===== src/rtl/toggle_rx_pkg.sv =====
// ============================================================================
// Module   : toggle_rx_pkg
// Brief    : Shared types, widths and helpers for the toggle receive monitor.
// Revision : 1.0 - initial release
// ============================================================================
`default_nettype none

package toggle_rx_pkg;

    localparam int PERIOD_W         = 16;
    localparam int MCNT_W           = 4;
    localparam int DIFF_W           = PERIOD_W + 1;
    localparam int CLK_FREQ         = 25000000;
    localparam int TICK_DIV_DEFAULT = CLK_FREQ / 1000;

    typedef enum logic [1:0] {
        IDLE    = 2'd0,
        MEASURE = 2'd1,
        LOCKED  = 2'd2
    } state_t;

    // Signed 17-bit distance so counts below the expected value compare correctly.
    function automatic logic in_tol(input logic [PERIOD_W-1:0] cnt,
                                    input int                  exp_ticks,
                                    input int                  tol_ticks);
        logic signed [DIFF_W-1:0] diff;
        logic signed [DIFF_W-1:0] mag;
        diff = $signed({1'b0, cnt}) - $signed(DIFF_W'(exp_ticks));
        mag  = diff[DIFF_W-1] ? -diff : diff;
        return (mag <= $signed(DIFF_W'(tol_ticks)));
    endfunction

endpackage

`default_nettype wire


===== src/rtl/toggle_rx_monitor_if.sv =====
// ============================================================================
// Module   : toggle_rx_monitor_if
// Brief    : Toggle input and measurement/status bundle of the receive monitor.
// Revision : 1.0 - initial release
// ============================================================================
`default_nettype none

interface toggle_rx_monitor_if;
    import toggle_rx_pkg::*;

    logic                rx_in;
    logic                rx_level;
    logic                edge_pulse;
    logic [PERIOD_W-1:0] period_ticks;
    logic                period_valid;
    logic                locked;
    logic                timeout;
    logic                led1;
    logic                led2;

    modport master (
        input  rx_in,
        output rx_level, edge_pulse, period_ticks, period_valid,
               locked, timeout, led1, led2
    );

    modport slave (
        output rx_in,
        input  rx_level, edge_pulse, period_ticks, period_valid,
               locked, timeout, led1, led2
    );

endinterface

`default_nettype wire


===== src/rtl/toggle_rx_sync_filter.sv =====
// ============================================================================
// Module   : toggle_rx_sync_filter
// Brief    : Input synchronizer, optional glitch filter (TOGGLE_RX_GLITCH_FILTER_EN)
//            and edge detector producing rx_level / edge_pulse.
// Revision : 1.0 - initial release
// ============================================================================
`default_nettype none

module toggle_rx_sync_filter #(
    parameter int SYNC_STAGES = 2,
    parameter int DEB_CYCLES  = 16
) (
    input  logic clk,
    input  logic rst,
    input  logic rx_in_i,
    output logic rx_level_o,
    output logic edge_pulse_o
);

    if (SYNC_STAGES < 2 || DEB_CYCLES < 1) begin : g_bad_cfg
        $error("toggle_rx_sync_filter: SYNC_STAGES must be >= 2 and DEB_CYCLES >= 1");
    end

    logic [SYNC_STAGES-1:0] sync_q;
    logic                   sync_w;
    logic                   level_d;
    logic                   level_q;
    logic                   edge_q;

    always_ff @(posedge clk or posedge rst) begin
        if (rst) begin
            sync_q <= '0;
        end else begin
            sync_q <= {sync_q[SYNC_STAGES-2:0], rx_in_i};
        end
    end

    assign sync_w = sync_q[SYNC_STAGES-1];

`ifdef TOGGLE_RX_GLITCH_FILTER_EN
    localparam int DEB_W = $clog2(DEB_CYCLES + 1);

    logic [DEB_W-1:0] deb_d;
    logic [DEB_W-1:0] deb_q;

    // Level follows only after the new value has been seen DEB_CYCLES times in a row.
    always_comb begin
        deb_d   = '0;
        level_d = level_q;
        if (sync_w != level_q) begin
            if (deb_q == DEB_W'(DEB_CYCLES)) begin
                level_d = sync_w;
            end else begin
                deb_d = deb_q + 1'b1;
            end
        end
    end

    always_ff @(posedge clk or posedge rst) begin
        if (rst) begin
            deb_q <= '0;
        end else begin
            deb_q <= deb_d;
        end
    end
`else
    always_comb begin
        level_d = sync_w;
    end
`endif

    always_ff @(posedge clk or posedge rst) begin
        if (rst) begin
            level_q <= 1'b0;
            edge_q  <= 1'b0;
        end else begin
            level_q <= level_d;
            edge_q  <= (level_d != level_q);
        end
    end

    assign rx_level_o   = level_q;
    assign edge_pulse_o = edge_q;

endmodule

`default_nettype wire


===== src/rtl/toggle_rx_monitor.sv =====
// ============================================================================
// Module   : toggle_rx_monitor
// Brief    : Half-period measurement and lock detection of a slow toggling input.
//            Glitch filter enabled by TOGGLE_RX_GLITCH_FILTER_EN.
// Revision : 1.0 - initial release
// ============================================================================
`default_nettype none

module toggle_rx_monitor
    import toggle_rx_pkg::*;
#(
    parameter int TICK_DIV       = TICK_DIV_DEFAULT,
    parameter int EXP_HALF_TICKS = 3000,
    parameter int TOL_TICKS      = 100,
    parameter int LOCK_CNT       = 3,
    parameter int SYNC_STAGES    = 2,
    parameter int DEB_CYCLES     = 16
) (
    input  logic                 clk,
    input  logic                 rst,
    toggle_rx_monitor_if.master  bus
);

    if (LOCK_CNT < 1 || LOCK_CNT > 15 || TICK_DIV < 2) begin : g_bad_cfg
        $error("toggle_rx_monitor: LOCK_CNT must be 1..15 and TICK_DIV >= 2");
    end

    localparam int                  DIV_W       = $clog2(TICK_DIV);
    localparam logic [PERIOD_W-1:0] TIMEOUT_LIM = PERIOD_W'(2 * EXP_HALF_TICKS);
    localparam logic [PERIOD_W-1:0] HP_MAX      = '1;

    logic                rx_level_w;
    logic                edge_w;
    logic                tick_w;
    logic                in_tol_w;
    logic [MCNT_W:0]     mcnt_inc_w;

    logic [DIV_W-1:0]    div_d,  div_q;
    logic [PERIOD_W-1:0] hp_d,   hp_q;
    state_t              state_q;
    logic [MCNT_W-1:0]   mcnt_q;
    logic [PERIOD_W-1:0] period_q;
    logic                pvalid_q;
    logic                locked_q;
    logic                timeout_q;

    toggle_rx_sync_filter #(
        .SYNC_STAGES (SYNC_STAGES),
        .DEB_CYCLES  (DEB_CYCLES)
    ) u_sync_filter (
        .clk          (clk),
        .rst          (rst),
        .rx_in_i      (bus.rx_in),
        .rx_level_o   (rx_level_w),
        .edge_pulse_o (edge_w)
    );

    assign tick_w     = (div_q == DIV_W'(TICK_DIV - 1));
    assign in_tol_w   = in_tol(hp_q, EXP_HALF_TICKS, TOL_TICKS);
    assign mcnt_inc_w = {1'b0, mcnt_q} + 1'b1;

    // An edge clears the count even when a tick lands on the same cycle.
    always_comb begin
        div_d = tick_w ? '0 : div_q + 1'b1;
        hp_d  = hp_q;
        if (edge_w) begin
            hp_d = '0;
        end else if (tick_w && hp_q != HP_MAX) begin
            hp_d = hp_q + 1'b1;
        end
    end

    always_ff @(posedge clk or posedge rst) begin
        if (rst) begin
            div_q <= '0;
            hp_q  <= '0;
        end else begin
            div_q <= div_d;
            hp_q  <= hp_d;
        end
    end

    always_ff @(posedge clk or posedge rst) begin
        if (rst) begin
            state_q   <= IDLE;
            mcnt_q    <= '0;
            period_q  <= '0;
            pvalid_q  <= 1'b0;
            locked_q  <= 1'b0;
            timeout_q <= 1'b0;
        end else begin
            pvalid_q <= 1'b0;
            if (edge_w) begin
                timeout_q <= 1'b0;
                if (state_q == IDLE) begin
                    state_q <= MEASURE;
                    mcnt_q  <= '0;
                end else begin
                    period_q <= hp_q;
                    pvalid_q <= 1'b1;
                    if (state_q == MEASURE) begin
                        if (!in_tol_w) begin
                            mcnt_q <= '0;
                        end else begin
                            mcnt_q <= mcnt_inc_w[MCNT_W-1:0];
                            if (mcnt_inc_w == (MCNT_W+1)'(LOCK_CNT)) begin
                                state_q  <= LOCKED;
                                locked_q <= 1'b1;
                            end
                        end
                    end else if (!in_tol_w) begin
                        state_q  <= MEASURE;
                        mcnt_q   <= '0;
                        locked_q <= 1'b0;
                    end
                end
            end else if (state_q != IDLE && hp_q > TIMEOUT_LIM) begin
                // Line went quiet: drop lock and treat the next edge as a fresh start.
                state_q   <= IDLE;
                mcnt_q    <= '0;
                locked_q  <= 1'b0;
                timeout_q <= 1'b1;
            end
        end
    end

    assign bus.rx_level     = rx_level_w;
    assign bus.edge_pulse   = edge_w;
    assign bus.period_ticks = period_q;
    assign bus.period_valid = pvalid_q;
    assign bus.locked       = locked_q;
    assign bus.timeout      = timeout_q;
    assign bus.led1         = locked_q;
    assign bus.led2         = rx_level_w;

endmodule

`default_nettype wire


===== src/flat_wrapper.sv =====
// flat-port wrapper written by rule: the top's interface ports become plain ports
module toggle_rx_monitor_flat import toggle_rx_pkg::*;
#(
    parameter int TICK_DIV       = TICK_DIV_DEFAULT,
    parameter int EXP_HALF_TICKS = 3000,
    parameter int TOL_TICKS      = 100,
    parameter int LOCK_CNT       = 3,
    parameter int SYNC_STAGES    = 2,
    parameter int DEB_CYCLES     = 16
)
  (clk, rst, bus_rx_in, bus_rx_level, bus_edge_pulse, bus_period_ticks, bus_period_valid, bus_locked, bus_timeout, bus_led1, bus_led2);
  toggle_rx_monitor_if bus_i ();
  input  logic clk;
  input  logic rst;
  input wire logic [$bits(bus_i.rx_in)-1:0] bus_rx_in;
  output wire logic [$bits(bus_i.rx_level)-1:0] bus_rx_level;
  output wire logic [$bits(bus_i.edge_pulse)-1:0] bus_edge_pulse;
  output wire logic [$bits(bus_i.period_ticks)-1:0] bus_period_ticks;
  output wire logic [$bits(bus_i.period_valid)-1:0] bus_period_valid;
  output wire logic [$bits(bus_i.locked)-1:0] bus_locked;
  output wire logic [$bits(bus_i.timeout)-1:0] bus_timeout;
  output wire logic [$bits(bus_i.led1)-1:0] bus_led1;
  output wire logic [$bits(bus_i.led2)-1:0] bus_led2;
  assign bus_i.rx_in = bus_rx_in;
  assign bus_rx_level = bus_i.rx_level;
  assign bus_edge_pulse = bus_i.edge_pulse;
  assign bus_period_ticks = bus_i.period_ticks;
  assign bus_period_valid = bus_i.period_valid;
  assign bus_locked = bus_i.locked;
  assign bus_timeout = bus_i.timeout;
  assign bus_led1 = bus_i.led1;
  assign bus_led2 = bus_i.led2;
  toggle_rx_monitor #(.TICK_DIV(TICK_DIV), .EXP_HALF_TICKS(EXP_HALF_TICKS), .TOL_TICKS(TOL_TICKS), .LOCK_CNT(LOCK_CNT), .SYNC_STAGES(SYNC_STAGES), .DEB_CYCLES(DEB_CYCLES)) u_core (.clk(clk), .rst(rst), .bus(bus_i));
endmodule

===== config.mk =====
export PLATFORM = sky130hd
export DESIGN_NAME = toggle_rx_monitor_flat
export DESIGN_NICKNAME = d
export VERILOG_FILES = /design/src/rtl/toggle_rx_pkg.sv /design/src/rtl/toggle_rx_monitor_if.sv /design/src/rtl/toggle_rx_sync_filter.sv /design/src/rtl/toggle_rx_monitor.sv /design/src/flat_wrapper.sv
export SDC_FILE = /design/constraint.sdc
export NUM_CORES = 1
export LEC_CHECK = 0
export ABC_AREA = 0
export CORE_ASPECT_RATIO = 1.75
export CORE_UTILIZATION = 35
export DETAILED_ROUTE_END_ITERATION = 10
export GPL_TIMING_DRIVEN = 0
export MAX_ROUTING_LAYER = met4
export PLACE_DENSITY = 0.6
export SLEW_MARGIN = 20
export SYNTH_ARGS = -nofsm -noshare
export SYNTH_HDL_FRONTEND = slang
export SYNTH_SLANG_ARGS = --single-unit
export TNS_END_PERCENT = 1

===== constraint.sdc =====
create_clock -name clk -period 5.4 [get_ports clk]
set_clock_uncertainty 0.2 [all_clocks]
set_input_delay 1.08 -clock clk [delete_from_list [all_inputs] [get_ports clk]]
set_output_delay 1.08 -clock clk [all_outputs]
set_load 0.03 [all_outputs]

# After elaboration in Yosys (flattened, before gate mapping)
# Index checks and enable logic that the tools add are counted.
[word_totals]
register_bits = 60
latch_bits = 0
ramBits = 0
romBits = 0
inputBits = 3
output_inout_bits = 23
elab_cells = 69
mem_count = 0
[classes]
add_sub_neg = 5
multipliers = 0
div = 0
magnitude_cmp = 2
eq_ne = 12
n_shift = 0
mux = 28
bitwise_logic = 1
reduce_logical = 10
[op_table]
columns = ["op", "count"]
rows = [
  ["$mux 16", 2],
  ["$mux 4", 6],
  ["$le 17x8->1 const B", 1],
  ["$mux 17", 1],
  ["$neg 17->17", 1],
  ["$sub 16x12->17 const B", 1],
  ["$add 16x1->16 const B", 1],
  ["$gt 16x13->1 const B", 1],
  ["$ne 16x16->1 const B", 1],
  ["$add 15x1->15 const B", 1],
  ["$eq 15x15->1 const B", 1],
  ["$mux 15", 1],
  ["$mux 2", 7],
  ["$mux 1", 11],
  ["$ne 4x4->1 const B", 2],
  ["$ne 3x3->1 const B", 2],
  ["$reduce_bool 2->1", 3],
  ["$add 4x1->5 const B", 1],
  ["$eq 5x2->1 const B", 1],
  ["$reduce_and 5->1", 1],
  ["$ne 4x2->1 const B", 1],
  ["$reduce_and 2->1", 2],
  ["$reduce_and 4->1", 1],
  ["$ne 3x2->1 const B", 1],
  ["other kinds (6)", 7],
]

# Depth between registers and ports, before layout
# Gate-level depths: netlist of the first run.
[depth]
ltp_word = 8
depth_mapped = 10
ltp_nobuf = 10

# Cells and area by module
# From an unflattened synthesis of the first run, not the netlist that was laid out.
[hier_totals]
cells_unflattened = 369
area_unflattened_um2 = 3648.5
[by_module_without_submodules]
columns = ["mod", "n_inst", "cells_each", "area_each_um2", "seq_area_each_um2"]
rows = [
  ["toggle_rx_monitor", 1, 363, 3535.9, 1401.3],
  ["toggle_rx_sync_filter", 1, 6, 112.6, 100.1],
]

# Worst setup path before layout of the first run
# OpenSTA, ideal clock, no wires.
[synth_path]
kind = "reg2reg"
startpoint = "reg u_core.hp_q[3]"
endpoint = "reg u_core.mcnt_q[3]"
setup_ns = 0.065
arrival_time_ns = 2.627
t_required_ns = 5.135
setup_slack_ns = 2.507
stages_incl_launch_ff = 11
path_buffers = 1
synth_period_minus_slack_ns = 2.893
path_cell_list = "dfrtp_1 -> ha_1 -> buf_6 -> a21oi_2 -> o21ai_0 -> or4_1 -> a21oi_2 -> o21ai_0 -> or4_1 -> o22a_1 -> nand2_1"
[synth_via]
elab_chain_len = 8
elab_cells_between_ends = 13
cone_classes = "add/sub (2); order compare (2); eq/ne (1); mux (5); reduce/logical (3)"
[synth_rtl]
columns = ["element", "line", "rtl"]
rows = [
  ["start, declared", "toggle_rx_monitor.sv:39", "logic [PERIOD_W-1:0] hp_d, hp_q;"],
  ["start signal, assigned", "toggle_rx_monitor.sv:79", "hp_q <= hp_d;"],
  ["$sub 16x12->17", "toggle_rx_pkg.sv:28", "diff = $signed({1'b0, cnt}) - $signed(DIFF_W'(exp_ticks));"],
  ["$neg 17->17", "toggle_rx_pkg.sv:29", "mag = diff[DIFF_W-1] ? -diff : diff;"],
  ["$mux 17", "toggle_rx_pkg.sv:29", ""],
  ["$le 17x8->1", "toggle_rx_pkg.sv:30", "return (mag <= $signed(DIFF_W'(tol_ticks)));"],
  ["$mux 4", "toggle_rx_monitor.sv:102", "if (!in_tol_w) begin"],
  ["$mux 4", "toggle_rx_monitor.sv:101", "if (state_q == MEASURE) begin"],
  ["$mux 4", "toggle_rx_monitor.sv:95", "if (state_q == IDLE) begin"],
  ["$mux 4", "toggle_rx_monitor.sv:93", "if (edge_w) begin"],
  ["end signal, assigned", "toggle_rx_monitor.sv:105", "mcnt_q <= mcnt_inc_w[MCNT_W-1:0];"],
  ["end, declared", "toggle_rx_monitor.sv:41", "logic [MCNT_W-1:0] mcnt_q;"],
]
# Several ways; a longest one is shown, not always the timed one.
# A chain may end at the register's enable or synchronous reset.

# Worst setup path in the final report of the first run
[layout_path]
startpoint = "reg u_core.hp_q[3]"
endpoint = "reg u_core.mcnt_q[1]"
# The elaborated chain is that of the path after synthesis.

==> summary.txt, run 1 <==
Hold_buf cts = 0
Hpwl dp = 6200 µm
Pre-CTS setup slack = 2150 ps
Routed wire length per instance = 16.0 µm
Die span in y = 134 µm
Setup TNS = 0 ps
Mux contribution to synthesized area = 0.0501
Post-Syn Area = 0.00350 mm²
Largest family of logic cells by synthesized area = simple AND/OR/NAND/NOR gates
Commonest cells after routing, fill and taps aside = dfrtp_1 (60), nor2_1 (39), nand2_1 (30)
ANT cells = 0
CTS resizes = 0
Most used DFF post-synth = dfrtp_1
Largest net degree at the start of global routing = 47
GRT Overall Usage = 0.187
CTS Sinks = 60
CTS Buf Count = 9
Cell count after synthesis = 368
Area grow syn2layout = 22.4%
Post-synthesis sequential area ratio = 0.429
CTS tree = done
Period Utilization, post-route = 0.604
Nets = 416
VDD IR-drop max = 157 µV
Initial antenna violation count = 0
Max-cap check violation count = 0
GP Congestion = 0.904
CTS Buffer Depth = 2
Worst Hold Class = reg2reg
H-tree depth = 3
Yosys cell types = 62
Req. time, crit path = 5450 ps
Drt total wl = 8510 µm
Post-synthesis adder-cell area fraction = 0.0286
CP startpoint = u_core.hp_q[3]
First-pass GRT wire length = 14,500 µm
Syn nets = 379
Compound-Gate Fraction of Synth Area = 0.131
Core footprint = 0.00959 mm²
Startpoint types = flop
Synth Area in XOR/XNOR = 0.0877
Ys async rst share = 1.00
Clock Root Buffer = clkbuf_16
FMAX = 307 MHz
Final ANT Viol Nets = 0
Final min period = 3260 ps
Synthesis Warnings = 0
Post-synth EDFFs = 0
Cell taking the most area after synthesis = dfrtp_1
Initial detailed-routing violation count = 154
Port buffer count = 25
Setup CP Type = reg2reg
Critical Path AT = 3310 ps
Outcome = completed
Crit path max fanout = 10
Hold Fails Final Rpt = 0
# setup viols final = 0
Final setup margin = 2140 ps
Vias after detailed routing = 2,819
# IOs = 26
Initial Utilization = 0.365
Clk_lat worst skew = 330 ps
Vias per inst = 5.30
Pwr dens = 272 mW/mm²
Post-CTS setup buffers = 0
Vias in the first global route = 2,903
Drt drc = 0
Die extent in x = 77.6 µm
Grt ovf = 0
Total placed instance area = 0.00393 mm²
Post-route cell area = 0.00428 mm²
Post-synthesis simple-gate area fraction = 0.222
Die area = 0.0104 mm²
Row cnt = 47
Commonest non-fill, non-tap cell in the layout = dfrtp_1
Share of the synthesized area in the top cell type = 0.429
Static Leak = 1.89 nW
Hold_sp = u_core.u_sync_filter.sync_q[0]
Overall power = 1.16 mW
Drt pass-1 iters = 5
Slew Limit Fails = 0
Clk pin slew, worst setup/hold paths = 50 ps
Layout cells sized above 1 = 0.127
Mean post-synth cell area = 9.50 µm²
Unrepaired setup endpoints after global routing = false
Slew headroom = 0.468
R2r startpoint = u_core.hp_q[3]
Worst hold slack = 150 ps
Yosys reg bits = 60
Worst setup EP type = flop
Worst Tran Pin Value = 795 ps
Top cells by area, synth = dfrtp_1 (43%), xor2_1 (5.3%), nor2_1 (4.2%), mux2_2 (3.9%), xnor2_1 (3.5%)
per-layer routing:
metal	track usage	share of wire	wire, µm
met5	-	0	0
met4	0.0912	0.019	165
met1	0.192	0.40	3390
met3	0.0395	0.022	185
met2	0.334	0.56	4780
registers in the layout, indices dropped and copies added (netlist names):
name / count
u_core.u_sync_filter.rx_level_o: 1
u_core.u_sync_filter.edge_pulse_o: 1
u_core.div_q: 15
u_core.bus.timeout: 1
u_core.bus.led1: 1
u_core.mcnt_q: 4
u_core.state_q: 2
u_core.bus.period_valid: 1
u_core.u_sync_filter.sync_q: 2
u_core.hp_q: 16
u_core.bus.period_ticks: 16
cell type report:
type	instances	area (µm²)
Inverter	14	55.1
Tap cell	122	153
Clock inverter	6	111
Multi-Input combinational cell	270	1820
Timing Repair Buffer	26	278
Buffer	24	128
Fill cell	933	5310
Clock buffer	10	239
Sequential cell	60	1500
power breakdown:
| part | internal (mW) | switching, mW |
|---|---|---|
| logic | 0.0128 | 0.0301 |
| clock network | 0.463 | 0.205 |
| registers | 0.453 | 0.00177 |
| total | 0.928 | 0.237 |
worst paths after layout:
path	to	slack, ps	depth (start not counted)
worst min-delay path	u_core.u_sync_filter.sync_q[1]	150	0
min in group asynchronous	u_core.u_sync_filter.edge_pulse_o	830	2
worst min register to register	u_core.u_sync_filter.sync_q[1]	150	0
worst max register to register	u_core.mcnt_q[1]	2140	10
worst max-delay path	u_core.mcnt_q[1]	2140	10
max in group asynchronous	u_core.hp_q[6]	3670	3
critical path: stages, from the launching register on:
cell and delay [ps]:
dfrtp_1 430, ha_1 230, buf_6 140, a21oi_2 280, o21ai_0 250, or4_1 570
a21oi_2 200, nor2_1 80, nor4_2 480, nand3_1 170, o21ai_1 150
Yosys cell counts, drive strengths merged (3+ instances only):
library cell / n
xnor2: 14
buf: 12
mux2i: 4
mux2: 12
o21ai: 20
clkbuf: 12
inv: 14
and3: 8
nand2: 30
nand3: 14
a211oi: 3
nor2: 39
nor3: 7
a21o: 4
xor2: 21
and2: 7
a21oi: 11
or4: 4
ha: 8
a31oi: 3
o211ai: 5
o21bai: 3
dfrtp: 60
nor4: 6
and4: 3
nand2b: 3
nand4: 6
per-stage QoR:
stage,utilization,instances
2_1_floorplan,-,368
3_3_place_gp,0.407,515
3_5_place_dp,0.410,516
4_1_cts,0.447,532
5_1_grt,0.447,532
6_report,0.447,532
logic make-up (layout without fill, tap and decap cells):
| logic type | Yosys count | after routing |
|---|---|---|
| xor+xnor | 35 | 35 |
| buf+inv | 38 | 80 |
| fa+ha+maj | 8 | 8 |
| compound gates | 68 | 68 |
| flops | 60 | 60 |
| mux | 16 | 16 |
| simple gates | 143 | 143 |
Note: power is estimated with default switching activity, not from simulation.
==> run 2, diff against run 1 <==
clock period = 3.4 ns   (was 5.4 ns; I/O delays follow)
==> run 2 against run 1 <==
  * Worst setup slack worse by 2000 ps
  * Final cell count unchanged
  * Cell area up 0.35%
  * Die area unchanged
  * Core utilization up 0.16 points
  * Sequential share of layout area down 0.12 points
  * Non-clock buffer count unchanged
  * First-iteration DRC count up 1.3%
  * Register-to-register slack worse by 2000 ps
  * Largest cell class unchanged
==> summary.txt, run 2 (same netlist as run 1, synthesis figures left out) <==
Die span in y = 134 µm (unchanged)
Commonest non-fill, non-tap cell in the layout = dfrtp_1 (unchanged)
Static Leak = 1.89 nW (about the same)
Drt drc = 0 (unchanged)
Req. time, crit path = 3470 ps (was 5450 ps)
Slew headroom = 0.472 (was 0.468)
Largest net degree at the start of global routing = 47 (unchanged)
Drt pass-1 iters = 4 (was 5)
Worst Hold Class = reg2reg (unchanged)
Max-cap check violation count = 0 (unchanged)
ANT cells = 0 (unchanged)
Critical Path AT = 3290 ps (was 3310 ps)
Die area = 0.0104 mm² (unchanged)
CTS Buffer Depth = 2 (unchanged)
VDD IR-drop max = 258 µV (was 157 µV)
H-tree depth = 3 (unchanged)
Final ANT Viol Nets = 0 (unchanged)
Vias after detailed routing = 2,832 (was 2,819)
Top delay family on crit path = compound AO/OA/AOI/OAI gates (was simple AND/OR/NAND/NOR gates)
Clk_lat worst skew = 330 ps (about the same)
Core footprint = 0.00959 mm² (unchanged)
Unrepaired setup endpoints after global routing = false (unchanged)
Period Utilization, post-route = 0.947 (was 0.604)
Slew Limit Fails = 0 (unchanged)
Critical path, cell by cell = ha_1 > buf_6 > a21oi_2 > mux2i_1 > a21oi_1 > o41a_1 > or4_1 > o22ai_1 > nand2b_1 (was ha_1 > buf_6 > a21oi_2 > o21ai_0 > or4_1 > a21oi_2 > nor2_1 > nor4_2 > nand3_1 > o21ai_1)
CP Buf/Inv Count = 1 (unchanged)
Grt ovf = 0 (unchanged)
GRT Overall Usage = 0.187 (unchanged)
Initial Utilization = 0.365 (unchanged)
Layout cells sized above 1 = 0.129 (was 0.127)
CTS Buf Count = 9 (unchanged)
GP Congestion = 0.904 (unchanged)
FMAX = 311 MHz (was 307 MHz)
Clk pin slew, worst setup/hold paths = 50 ps (about the same)
Startpoint types = flop (unchanged)
Post-route cell area = 0.00430 mm² (was 0.00428 mm²)
CTS Sinks = 60 (unchanged)
Clock Root Buffer = clkbuf_16 (unchanged)
Drt total wl = 8560 µm (was 8510 µm)
CP max stage delay = 590 ps (was 570 ps)
Initial detailed-routing violation count = 156 (was 154)
Vias per inst = 5.32 (was 5.30)
Post-CTS setup buffers = 0 (unchanged)
First-pass GRT wire length = 14,500 µm (unchanged)
Die extent in x = 77.6 µm (unchanged)
Worst Tran Pin Value = 789 ps (was 795 ps)
Area grow syn2layout = 22.8% (was 22.4%)
Crit path max fanout = 10 (unchanged)
Final min period = 3220 ps (was 3260 ps)
Total placed instance area = 0.00393 mm² (unchanged)
Overall power = 1.86 mW (was 1.16 mW)
# IOs = 26 (unchanged)
Routed wire length per instance = 16.1 µm (was 16.0 µm)
Setup CP Type = reg2reg (unchanged)
Row cnt = 47 (unchanged)
Worst setup EP type = flop (unchanged)
Pwr dens = 432 mW/mm² (was 272 mW/mm²)
Outcome = completed (unchanged)
# setup viols final = 0 (unchanged)
CTS tree = done (unchanged)
Vias in the first global route = 2,903 (unchanged)
Commonest cells after routing, fill and taps aside = dfrtp_1 (60), nor2_1 (39), nand2_1 (30) (unchanged)
Hold Fails Final Rpt = 0 (unchanged)
CP max stage cell = or4_1 (unchanged)
Hold_buf cts = 0 (unchanged)
Initial antenna violation count = 0 (unchanged)
Port buffer count = 25 (unchanged)
Nets = 416 (unchanged)
Hpwl dp = 6200 µm (unchanged)
## run 2: cell types whose count changed in the layout (fill, tap and decap cells not counted)
cell,before,now
o21ai_0,18,17
nor4_4,1,2
o21ai_1,2,3
nor4_1,4,3
## run 2: repair_timing
action / CTS / global route
endpoints found under the hold margin: 0 / 0
gates resized for setup: 0 / 3
setup endpoints to repair: 0 / 5
## run 2: worst register-to-register path: cells and delay by family, from the launching register on
| family | cells | cell delay, ps |
|---|---|---|
| flops | 1 | 430 |
| compound gates | 4 | 1130 |
| fa+ha+maj | 1 | 230 |
| simple gates | 2 | 710 |
| mux | 1 | 320 |
| buf+inv | 1 | 140 |
## run 2: per-stage QoR
step / setup slack (ps) / instances / setup TNS [ps] / util / hold WS (ps)
floorplan: 507 / 368 / 0 / - / 131
global placement: -124 / 515 / -7140 / 0.407 / 133
detailed placement: 147 / 516 / 0 / 0.410 / 143
CTS: 118 / 532 / 0 / 0.447 / 155
global route: 28.2 / 532 / 0 / 0.448 / 163
finish: 182 / 532 / 0 / 0.448 / 150
## run 2: path summary, 6_finish.rpt
path | from | end | slack, ps | cells after the start
min in group asynchronous | rst | u_core.u_sync_filter.edge_pulse_o | 430 | 2
worst max-delay path | u_core.hp_q[3] | u_core.mcnt_q[2] | 180 | 9
worst max register to register | u_core.hp_q[3] | u_core.mcnt_q[2] | 180 | 9
max in group asynchronous | rst | u_core.hp_q[6] | 2080 | 3
worst min-delay path | u_core.u_sync_filter.sync_q[0] | u_core.u_sync_filter.sync_q[1] | 150 | 0
worst min register to register | u_core.u_sync_filter.sync_q[0] | u_core.u_sync_filter.sync_q[1] | 150 | 0
## run 2: power by group
| part | switching, mW | leakage [nW] | internal (mW) |
|---|---|---|---|
| Sequential | 0.00278 | 0.807 | 0.719 |
| Clock | 0.333 | 0.169 | 0.735 |
| Combinational | 0.0478 | 0.911 | 0.0203 |
| Total | 0.384 | 1.89 | 1.47 |
## run 2: metal layers
layer,wire (µm),share of wire,global-route usage,vias up
met2,4710,0.55,0.334,47
met3,208,0.024,0.0395,16
met4,242,0.028,0.0912,0
met1,3400,0.40,0.192,1403
li1,-,-,-,1366
met5,0,0,-,-
## run 2: layout make-up
cell class | instances | area [µm²]
Clock buffer | 10 | 239
Sequential cell | 60 | 1500
Tap cell | 122 | 153
Inverter | 14 | 55.1
Buffer | 24 | 128
Multi-Input combinational cell | 270 | 1830
Timing Repair Buffer | 26 | 278
Fill cell | 931 | 5290
Clock inverter | 6 | 111
